## config.mk

```make
export PLATFORM = sky130hd
export DESIGN_NAME = pdm_das_decimator
export DESIGN_NICKNAME = d
export VERILOG_FILES = /design/src/rtl/supermic_pkg.sv /design/src/rtl/pdm_cic_decimator.sv /design/src/rtl/pdm_das_decimator.sv
export SDC_FILE = /design/constraint.sdc
export NUM_CORES = 1
export LEC_CHECK = 0
export BUFFER_PORTS_ARGS = -buffer_cell sky130_fd_sc_hd__buf_4
export CAP_MARGIN = 20
export CORE_ASPECT_RATIO = 0.6
export CORE_MARGIN = 2
export CORE_UTILIZATION = 45
export CTS_CLUSTER_SIZE = 25
export DETAILED_ROUTE_END_ITERATION = 16
export SLEW_MARGIN = 15
export SYNTH_ARGS = -nofsm -noshare
export SYNTH_HDL_FRONTEND = slang
export SYNTH_HIERARCHICAL = 1
export SYNTH_SLANG_ARGS = --single-unit
export TNS_END_PERCENT = 100
```

## constraint.sdc

```tcl
create_clock -name clk -period 12.94 [get_ports clk]
set_input_delay 0.647 -clock clk [delete_from_list [all_inputs] [get_ports clk]]
set_output_delay 0.647 -clock clk [all_outputs]
set_load 0.05 [all_outputs]
```

## src/rtl/supermic_pkg.sv

```systemverilog
// Shared defaults and width helpers for the PDM delay-and-sum beamformer.
package supermic_pkg;

  localparam int unsigned DEF_NUM_CH    = 4;
  localparam int unsigned DEF_MAX_DELAY = 32;
  localparam int unsigned DEF_DECIM     = 32;
  localparam int unsigned DEF_CIC_ORDER = 3;
  localparam int unsigned DEF_OUT_W     = 16;

  // Signed width holding the sum of num_ch values of +/-1.
  function automatic int unsigned in_width(input int unsigned num_ch);
    return $clog2(num_ch) + 2;
  endfunction

  // CIC register growth: DECIM^ORDER gain on top of the input width.
  function automatic int unsigned acc_width(input int unsigned num_ch,
                                            input int unsigned decim,
                                            input int unsigned order);
    return in_width(num_ch) + order * $clog2(decim);
  endfunction

endpackage

```

## src/rtl/pdm_cic_decimator.sv

```systemverilog
// CIC decimator: per-strobe integrators, frame counter, comb chain and
// output register with valid/ready handshake and sticky overrun.
module pdm_cic_decimator
  import supermic_pkg::*;
#(
  parameter int unsigned IN_W      = in_width(DEF_NUM_CH),
  parameter int unsigned DECIM     = DEF_DECIM,
  parameter int unsigned CIC_ORDER = DEF_CIC_ORDER,
  parameter int unsigned ACC_W     = acc_width(DEF_NUM_CH, DEF_DECIM, DEF_CIC_ORDER),
  parameter int unsigned OUT_W     = DEF_OUT_W
) (
  input  logic                    clk,
  input  logic                    rst,
  input  logic                    strobe,
  input  logic signed [IN_W-1:0]  sample_in,
  output logic                    frame_wrap,
  output logic signed [OUT_W-1:0] out_data,
  output logic                    out_valid,
  input  logic                    out_ready,
  output logic                    overrun
);

  localparam int unsigned CNT_W = $clog2(DECIM);

  logic [CNT_W-1:0]        cnt;
  logic signed [ACC_W-1:0] integ     [CIC_ORDER];
  logic signed [ACC_W-1:0] integ_nxt [CIC_ORDER];
  logic signed [ACC_W-1:0] comb_dly  [CIC_ORDER];
  logic signed [ACC_W-1:0] comb_in   [CIC_ORDER];
  logic signed [ACC_W-1:0] comb_out;
  logic                    comb_go;
  logic                    smp_go;
  logic signed [OUT_W-1:0] smp;

  assign frame_wrap = strobe && (cnt == CNT_W'(DECIM - 1));

  // Integrator cascade settles within the strobe cycle so the wrap strobe's
  // own input is included in the frame it closes.
  always_comb begin : integ_chain
    logic signed [ACC_W-1:0] run;
    integ_nxt = '{default: '0};
    run = {{(ACC_W-IN_W){sample_in[IN_W-1]}}, sample_in};
    for (int unsigned k = 0; k < CIC_ORDER; k++) begin
      run          = integ[k] + run;
      integ_nxt[k] = run;
    end
  end

  always_comb begin : comb_chain
    logic signed [ACC_W-1:0] run;
    comb_in = '{default: '0};
    run     = integ[CIC_ORDER-1];
    for (int unsigned k = 0; k < CIC_ORDER; k++) begin
      comb_in[k] = run;
      run        = run - comb_dly[k];
    end
    comb_out = run;
  end

  // Two-stage pipeline: comb at wrap+1, output register at wrap+2.
  always_ff @(posedge clk) begin
    if (rst) begin
      cnt       <= '0;
      integ     <= '{default: '0};
      comb_dly  <= '{default: '0};
      comb_go   <= 1'b0;
      smp_go    <= 1'b0;
      smp       <= '0;
      out_data  <= '0;
      out_valid <= 1'b0;
      overrun   <= 1'b0;
    end else begin
      comb_go <= frame_wrap;
      smp_go  <= comb_go;
      if (strobe) begin
        cnt   <= cnt + CNT_W'(1);
        integ <= integ_nxt;
      end
      if (comb_go) begin
        comb_dly <= comb_in;
        smp      <= comb_out[ACC_W-1 -: OUT_W];
      end
      if (smp_go) begin
        if (!out_valid || out_ready) begin
          out_data  <= smp;
          out_valid <= 1'b1;
        end else begin
          overrun <= 1'b1;
        end
      end else if (out_valid && out_ready) begin
        out_valid <= 1'b0;
      end
    end
  end

endmodule

```

## src/rtl/pdm_das_decimator.sv

```systemverilog
// Delay-and-sum beamformer over PDM microphones feeding a CIC decimator.
// Optional per-channel enable mask built when DAS_CH_MASK_EN is defined.
module pdm_das_decimator
  import supermic_pkg::*;
#(
  parameter int unsigned NUM_CH    = DEF_NUM_CH,
  parameter int unsigned MAX_DELAY = DEF_MAX_DELAY,
  parameter int unsigned DECIM     = DEF_DECIM,
  parameter int unsigned CIC_ORDER = DEF_CIC_ORDER,
  parameter int unsigned OUT_W     = DEF_OUT_W,
  localparam int unsigned DLY_W    = $clog2(MAX_DELAY)
) (
  input  logic                    clk,
  input  logic                    rst,
  input  logic                    pdm_strobe,
  input  logic [NUM_CH-1:0]       pdm_in,
  input  logic [NUM_CH*DLY_W-1:0] ch_delay,
  input  logic                    cfg_load,
`ifdef DAS_CH_MASK_EN
  input  logic [NUM_CH-1:0]       ch_enable,
`endif
  output logic signed [OUT_W-1:0] out_data,
  output logic                    out_valid,
  input  logic                    out_ready,
  output logic                    overrun
);

  localparam int unsigned IN_W  = in_width(NUM_CH);
  localparam int unsigned ACC_W = acc_width(NUM_CH, DECIM, CIC_ORDER);

  logic [MAX_DELAY-1:0]    line [NUM_CH];
  logic [DLY_W-1:0]        wr_ptr;
  logic [NUM_CH*DLY_W-1:0] dly_pending;
  logic [NUM_CH*DLY_W-1:0] dly_active;
  logic [NUM_CH-1:0]       tap;
  logic [NUM_CH-1:0]       contrib_en;
  logic signed [IN_W-1:0]  sum;
  logic                    frame_wrap;

`ifdef DAS_CH_MASK_EN
  assign contrib_en = ch_enable;
`else
  assign contrib_en = '1;
`endif

  // Delay 0 bypasses the line so the current bit is used directly.
  always_comb begin
    logic [DLY_W-1:0] rd_addr;
    tap     = '0;
    rd_addr = '0;
    for (int unsigned i = 0; i < NUM_CH; i++) begin
      rd_addr = wr_ptr - dly_active[i*DLY_W +: DLY_W];
      if (dly_active[i*DLY_W +: DLY_W] == '0) begin
        tap[i] = pdm_in[i];
      end else begin
        tap[i] = line[i][rd_addr];
      end
    end
  end

  always_comb begin
    sum = '0;
    for (int unsigned i = 0; i < NUM_CH; i++) begin
      if (contrib_en[i]) begin
        sum = tap[i] ? sum + IN_W'(1) : sum - IN_W'(1);
      end
    end
  end

  always_ff @(posedge clk) begin
    if (rst) begin
      for (int unsigned i = 0; i < NUM_CH; i++) begin
        line[i] <= '0;
      end
      wr_ptr      <= '0;
      dly_pending <= '0;
      dly_active  <= '0;
    end else begin
      if (pdm_strobe) begin
        for (int unsigned i = 0; i < NUM_CH; i++) begin
          line[i][wr_ptr] <= pdm_in[i];
        end
        wr_ptr <= wr_ptr + DLY_W'(1);
      end
      // Steering changes only at frame boundaries; the wrap strobe itself
      // still used the old delays above.
      if (frame_wrap) begin
        dly_active <= dly_pending;
      end
      if (cfg_load) begin
        dly_pending <= ch_delay;
      end
    end
  end

  pdm_cic_decimator #(
    .IN_W      (IN_W),
    .DECIM     (DECIM),
    .CIC_ORDER (CIC_ORDER),
    .ACC_W     (ACC_W),
    .OUT_W     (OUT_W)
  ) u_cic (
    .clk        (clk),
    .rst        (rst),
    .strobe     (pdm_strobe),
    .sample_in  (sum),
    .frame_wrap (frame_wrap),
    .out_data   (out_data),
    .out_valid  (out_valid),
    .out_ready  (out_ready),
    .overrun    (overrun)
  );

endmodule
```

==> metrics.csv, run 1 <==
metric,value,unit
dp_hpwl,33500,µm
finalCritPeriodShare,0.739,
fmax,105,MHz
grt_overflow,0,
yosysUniqueCellTypes,79,
yosysSeqAreaShare,0.411,
crit_path_top_delay_cell,fa_1,
p_sw_frac,0.419,
wirelength_met1,24200,µm
finClkSkew,0.0166,ns
row_count,58,
avgSynthCellArea,10.0,µm²
grt_max_degree,79,
grt_pass1_vias,12636,
maxCapViolCount,0,
seq_power_share,0.227,
critPathCaptureType,register,
drt_iter0_markers,1265,
cts_tree,built,
wirelength,46400,µm
crit_required,13.36,ns
intPower,3.12,mW
die_h,164,µm
wl_met3,4490,µm
cts-root-buf,clkbuf_16,
power.static_leakage,8.62,nW
dieArea,0.0442,mm²
critical_path.max_stage_delay,0.76,ns
criticalPathCategory,register to register,
place_congestion,0.915,
cts_max_level,2,
drc,0,
synth_edf_count,128,
start_util,0.456,
antenna_found_initial,0,
die_w,270,µm
grtUsageTotal,0.211,
clk_pin_slew,0.06,ns
combinationalPowerShare,0.576,
hold_violations,0,
ir_drop,0.207,mV
grt_first_pass_wirelength,72700,µm
drive_gt1_frac,0.0850,
synth_flop_cell,dfxtp_1,
arrival,9.99,ns
final-seq-area,0.00785,mm²
p_switching,2.25,mW
synth_seq_cells,328,
io_buffers,46,
cts_sinks,328,
synthArstFlopShare,0,
syn2layout_area_growth,10.6,%
pre_cts_ws,3.44,ns
cts_resized,0,
hold_class,primary input to register,
crit_buf_inv,3,
synth_fp_nets,2079,
cp_max_fo,17,
finalMaxSlewViolations,0,
core_area,0.0419,mm²
relSlewSlack,0.253,
worst_slack,3.38,ns
setup_viol,0,
cp-start-kind,register,
cts_buffers,36,
n_fill_cell,3794,
clock_latency,0.55,ns
io_pins,47,
top_layer,met5,
power,5.37,mW
finalSetupTns,0,ns
wl_met2,17000,µm
ys_warn_count,6,
layout.nets,2098,
status,"complete, no violations",
p_clk_frac,0.197,
multi_input_area,0.0106,mm²
cts_buffer_depth,3,
routedWlPerCell,18.4,µm
hold_buffers,0,
synthCells,1907,
vias,13551,
antenna_left,0,
tightest_slew,1.12,ns
fin_crit,9.56,ns
power.density,254,mW/mm²
cts_setup_buffers,0,
crit_family,compound AO/OA/AOI/OAI gates,
first_pass_iters,5,
via_per_inst,5.37,
rsz0062_at_grt,no,
syn_area,0.0191,mm²
-- final timing paths --
check / from / endpoint / slack (ns) / cells after the start
worst max-delay path: wr_ptr[0] / u_cic/comb_in[56] / 3.38 / 38
worst min-delay path: ch_delay[17] / dly_pending[17] / 0.33 / 3
worst max register to register: wr_ptr[0] / u_cic/comb_in[56] / 3.38 / 38
worst min register to register: u_cic/smp[11] / u_cic/out_data[11] / 0.45 / 2
-- power groups by stage --
| stage | registers [mW] | clock network [mW] | logic [mW] |
|---|---|---|---|
| 2_1_floorplan | 1.21 | 0 | 2.49 |
| 3_3_place_gp | 1.24 | 0 | 2.99 |
| 3_5_place_dp | 1.24 | 0 | 3.06 |
| 4_1_cts | 1.22 | 1.08 | 3.08 |
| 5_1_grt | 1.23 | 1.13 | 3.48 |
| 6_report | 1.22 | 1.06 | 3.09 |
-- kinds of logic after synthesis --
kind of cell,count (synthesis),share of synthesized area
other cells,1,0.000196
buf+inv,177,0.0364
xor+xnor,116,0.0572
mux,193,0.126
fa+ha+maj,143,0.0976
simple gates,656,0.168
compound gates,293,0.104
flops,328,0.411
-- state kept, by name, summed over array words and instances, names as in the netlist --
name	count
line	128
u_cic/comb_dly	57
u_cic/integ	38
dly_active	20
dly_pending	20
u_cic/comb_in	19
u_cic/out_data	16
u_cic/smp	16
u_cic/cnt	5
wr_ptr	5
u_cic/comb_go	1
u_cic/out_valid	1
u_cic/overrun	1
u_cic/smp_go	1
-- stage by stage --
stage               hold WS, ns   util  instance area [µm²]  cells
floorplan                 0.427      -                19100   1907
global placement          0.440  0.476                19900   2458
detailed placement        0.444  0.476                19900   2458
CTS                       0.319  0.505                21100   2524
global route              0.331  0.505                21100   2524
finish                    0.332  0.505                21100   2525
-- per-layer routing --
layer  up-vias  track usage
li1       6755            -
met1      6319        0.333
met2       423        0.276
met3        52       0.0647
met4         2       0.0412
met5         -       0.0186
-- worst register-to-register path: cells and delay by family, from the launching register on --
family	cells	cell delay (ns)
flops	1	0.44
compound gates	14	3.05
xor+xnor	2	0.41
fa+ha+maj	7	2.83
mux	5	1.31
simple gates	7	0.81
buf+inv	3	0.59
-- synthesized netlist by cell type (6+ instances only) --
library cell	n	area, µm²
nor2_1	271	1020
dfxtp_1	200	4000
mux2i_1	160	1600
ha_1	133	1660
and2_1	132	826
edfxtp_1	128	3840
inv_1	103	387
a21oi_1	93	465
nand2_1	89	334
xnor2_1	70	613
clkbuf_1	53	199
xor2_1	41	359
a21o_1	36	270
o21ai_0	26	130
nor2b_1	25	156
nor3_1	20	100
or2_1	19	119
mux4_1	18	473
a31oi_1	16	100
buf_1	16	60.1
nand2b_1	16	100
nand3_1	16	80.1
or2_2	16	100
o21bai_1	15	113
mux4_2	14	315
a211oi_1	13	97.6
o21a_1	13	97.6
and3_1	11	68.8
o31ai_1	11	82.6
fa_1	10	200
nand3b_1	9	67.6
o21ai_1	9	45.0
or3_1	9	56.3
a2111oi_0	8	70.1
a211o_1	8	70.1
nand4_1	6	37.5
-- cell usage in the layout, fill, tap and decap left out, drive strengths merged, types with 20 or more instances in the layout --
master / netlist / routed
nor3: 20 / 20
mux2i: 160 / 160
a21oi: 96 / 96
a21o: 36 / 36
o21ai: 38 / 38
edfxtp: 128 / 128
nand2: 89 / 89
dfxtp: 200 / 200
and2: 132 / 132
or2: 35 / 35
nor2b: 26 / 26
buf: 21 / 55
xor2: 44 / 44
inv: 103 / 106
nor2: 271 / 271
clkbuf: 53 / 48
ha: 133 / 133
xnor2: 71 / 71
mux4: 32 / 32
-- area by class of cell --
type                    instances  area share
multi-input cells            1402       0.500
clock inverters                18     0.00865
repair buffers                 55      0.0197
flip-flops and latches        328       0.372
inverters                     103      0.0183
diodes                          1    0.000118
clock buffers                  48      0.0481
well taps                     570      0.0338
Power figures use the tool's default switching activity.
==> run 2, diff against run 1 <==
- clock period: 12.94 -> 9.77 ns (I/O delays scaled with it)
==> run 2 against run 1 <==
Against the previous run: clock-buffer cell count increased by 3; clock skew up 0.0092 ns; sequential share of layout area decreased by 0.10 points; clock power increased by 24%; hold slack worse by 0.15 ns; register-to-register slack got worse by 2.8 ns; sequential power up 32%; global-route usage up 0.39 points; largest cell class unchanged.
==> metrics.csv, run 2 (same netlist as run 1, synthesis figures left out) <==
metric,value,unit,change
finClkSkew,0.0258,ns,+0.00923 ns
tightest_slew,0.900,ns,-0.216 ns
criticalPathCategory,register to register,,
drive_gt1_frac,0.0941,,+0.00919
crit_buf_inv,3,,unchanged
power.density,333,mW/mm²,+31%
clk_pin_slew,0.06,ns,about the same
layout.cells.non_filler,2535,,+0.40%
antenna_found_initial,0,,unchanged
cts_tree,built,,
cts-root-buf,clkbuf_16,,
cts_buffers,35,,-2.8%
grt_pass1_vias,13042,,+3.2%
crit_path_top_delay_cell,fa_2,,
cts_sinks,328,,unchanged
place_congestion,0.909,,-0.69%
status,"complete, no violations",,
antenna_cells,0,,-1
row_count,58,,unchanged
crit_required,10.18,ns,-3.18 ns
grt_first_pass_wirelength,74500,µm,+2.5%
grt_max_degree,104,,+32%
vias,13557,,+0.044%
relSlewSlack,0.400,,+0.147
finalCritPeriodShare,0.938,,+0.199
top_register,line,,
dp_hpwl,34000,µm,+1.6%
placed_cells,2466,,+0.33%
die_w,270,µm,unchanged
final_common_cell,nor2_1,,
drc,0,,unchanged
dieArea,0.0442,mm²,unchanged
finalMaxSlewViolations,0,,unchanged
reg_top3,"line x128, u_cic/comb_dly x57, u_cic/integ x38",,
io_buffers,46,,unchanged
largest_reg_flops,128,,unchanged
maxCapViolCount,0,,unchanged
critPathCaptureType,register,,
setup_viol,0,,unchanged
critical_path.max_stage_delay,0.66,ns,-0.10 ns
first_pass_iters,5,,unchanged
cts_max_level,2,,unchanged
hold_buffers,0,,unchanged
wirelength,47200,µm,+1.8%
grtUsageTotal,0.215,,+0.00392
fin_crit,9.16,ns,-0.403 ns
fin_area,0.0212,mm²,+0.28%
holdWs,0.186,ns,-0.147 ns
cp-start-kind,register,,
ir_drop,0.240,mV,+16%
cts_buffer_depth,3,,unchanged
drt_iter0_markers,1105,,-13%
multi_input_area,0.0106,mm²,+0.44%
crit_family,compound AO/OA/AOI/OAI gates,,
grt_overflow,0,,unchanged
clock_latency,0.54,ns,about the same
arrival,9.57,ns,-0.42 ns
antenna_left,0,,unchanged
die_h,164,µm,unchanged
core_area,0.0419,mm²,unchanged
n_fill_cell,3827,,+0.87%
power,7.05,mW,+31%
layout_common_cells,"nor2_1, dfxtp_1, mux2i_1",,
via_per_inst,5.35,,-0.35%
cp_max_fo,17,,unchanged
layout.nets,2111,,+0.62%
syn2layout_area_growth,10.9,%,
routedWlPerCell,18.6,µm,+1.4%
power.static_leakage,8.65,nW,+0.31%
hold_class,primary input to register,,
fmax,109,MHz,+4.4%
io_pins,47,,unchanged
final-seq-area,0.00785,mm²,unchanged
hold_violations,0,,unchanged
start_util,0.456,,unchanged
place_area,0.0200,mm²,+0.30%
[run 2: per-stage QoR]
step	worst slack (ns)	util	TNS, ns
after detailed placement	0.168	0.477	0
after global routing	-0.00651	0.506	-0.00651
after floorplan	0.876	-	0
after global placement	0.433	0.477	0
after CTS	0.0734	0.504	0
final	0.610	0.506	0
[run 2: layout make-up]
type,count,area share
inverter,103,0.0182
multi-input combinational,1402,0.501
clock inverter,12,0.00466
timing repair buffer,69,0.0248
clock buffer,51,0.0475
tap,570,0.0337
sequential,328,0.371
[run 2: worst min-delay path: cells and delay by family]
| kind | cells | cell delay, ns |
|---|---|---|
| buffers and inverters | 1 | 0.08 |
| AND/OR/NAND/NOR | 1 | 0.07 |
| multiplexers | 1 | 0.05 |
[run 2: worst paths after layout]
| kind | startpoint | endpoint | slack, ns | cells past startpoint |
|---|---|---|---|---|
| max reg2reg | wr_ptr[0] | u_cic/comb_in[56] | 0.61 | 38 |
| max | wr_ptr[0] | u_cic/comb_in[56] | 0.61 | 38 |
| min reg2reg | u_cic/smp[2] | u_cic/out_data[2] | 0.43 | 2 |
| min | ch_delay[0] | dly_pending[0] | 0.19 | 3 |
[run 2: what timing repair did]
action	4_1_cts	5_1_grt
resized for setup	0	16
endpoints found under the setup margin	0	5
setup buffers	0	6
[run 2: layer usage]
metal  vias to the layer above  GRT usage  part of all wire  wire [µm]
met5                         -          0                 0          0
met4                         0     0.0361             0.011        516
met3                        44     0.0692             0.088       4180
met2                       348      0.289              0.38      17900
met1                      6411      0.334              0.52      24700
li1                       6754          -                 -          -
[run 2: power breakdown]
group | internal [mW] | leakage [nW] | switching, mW
Sequential | 1.52 | 2.95 | 0.0893
Combinational | 1.80 | 5.16 | 2.32
Clock | 0.746 | 0.541 | 0.565
Total | 4.07 | 8.65 | 2.98
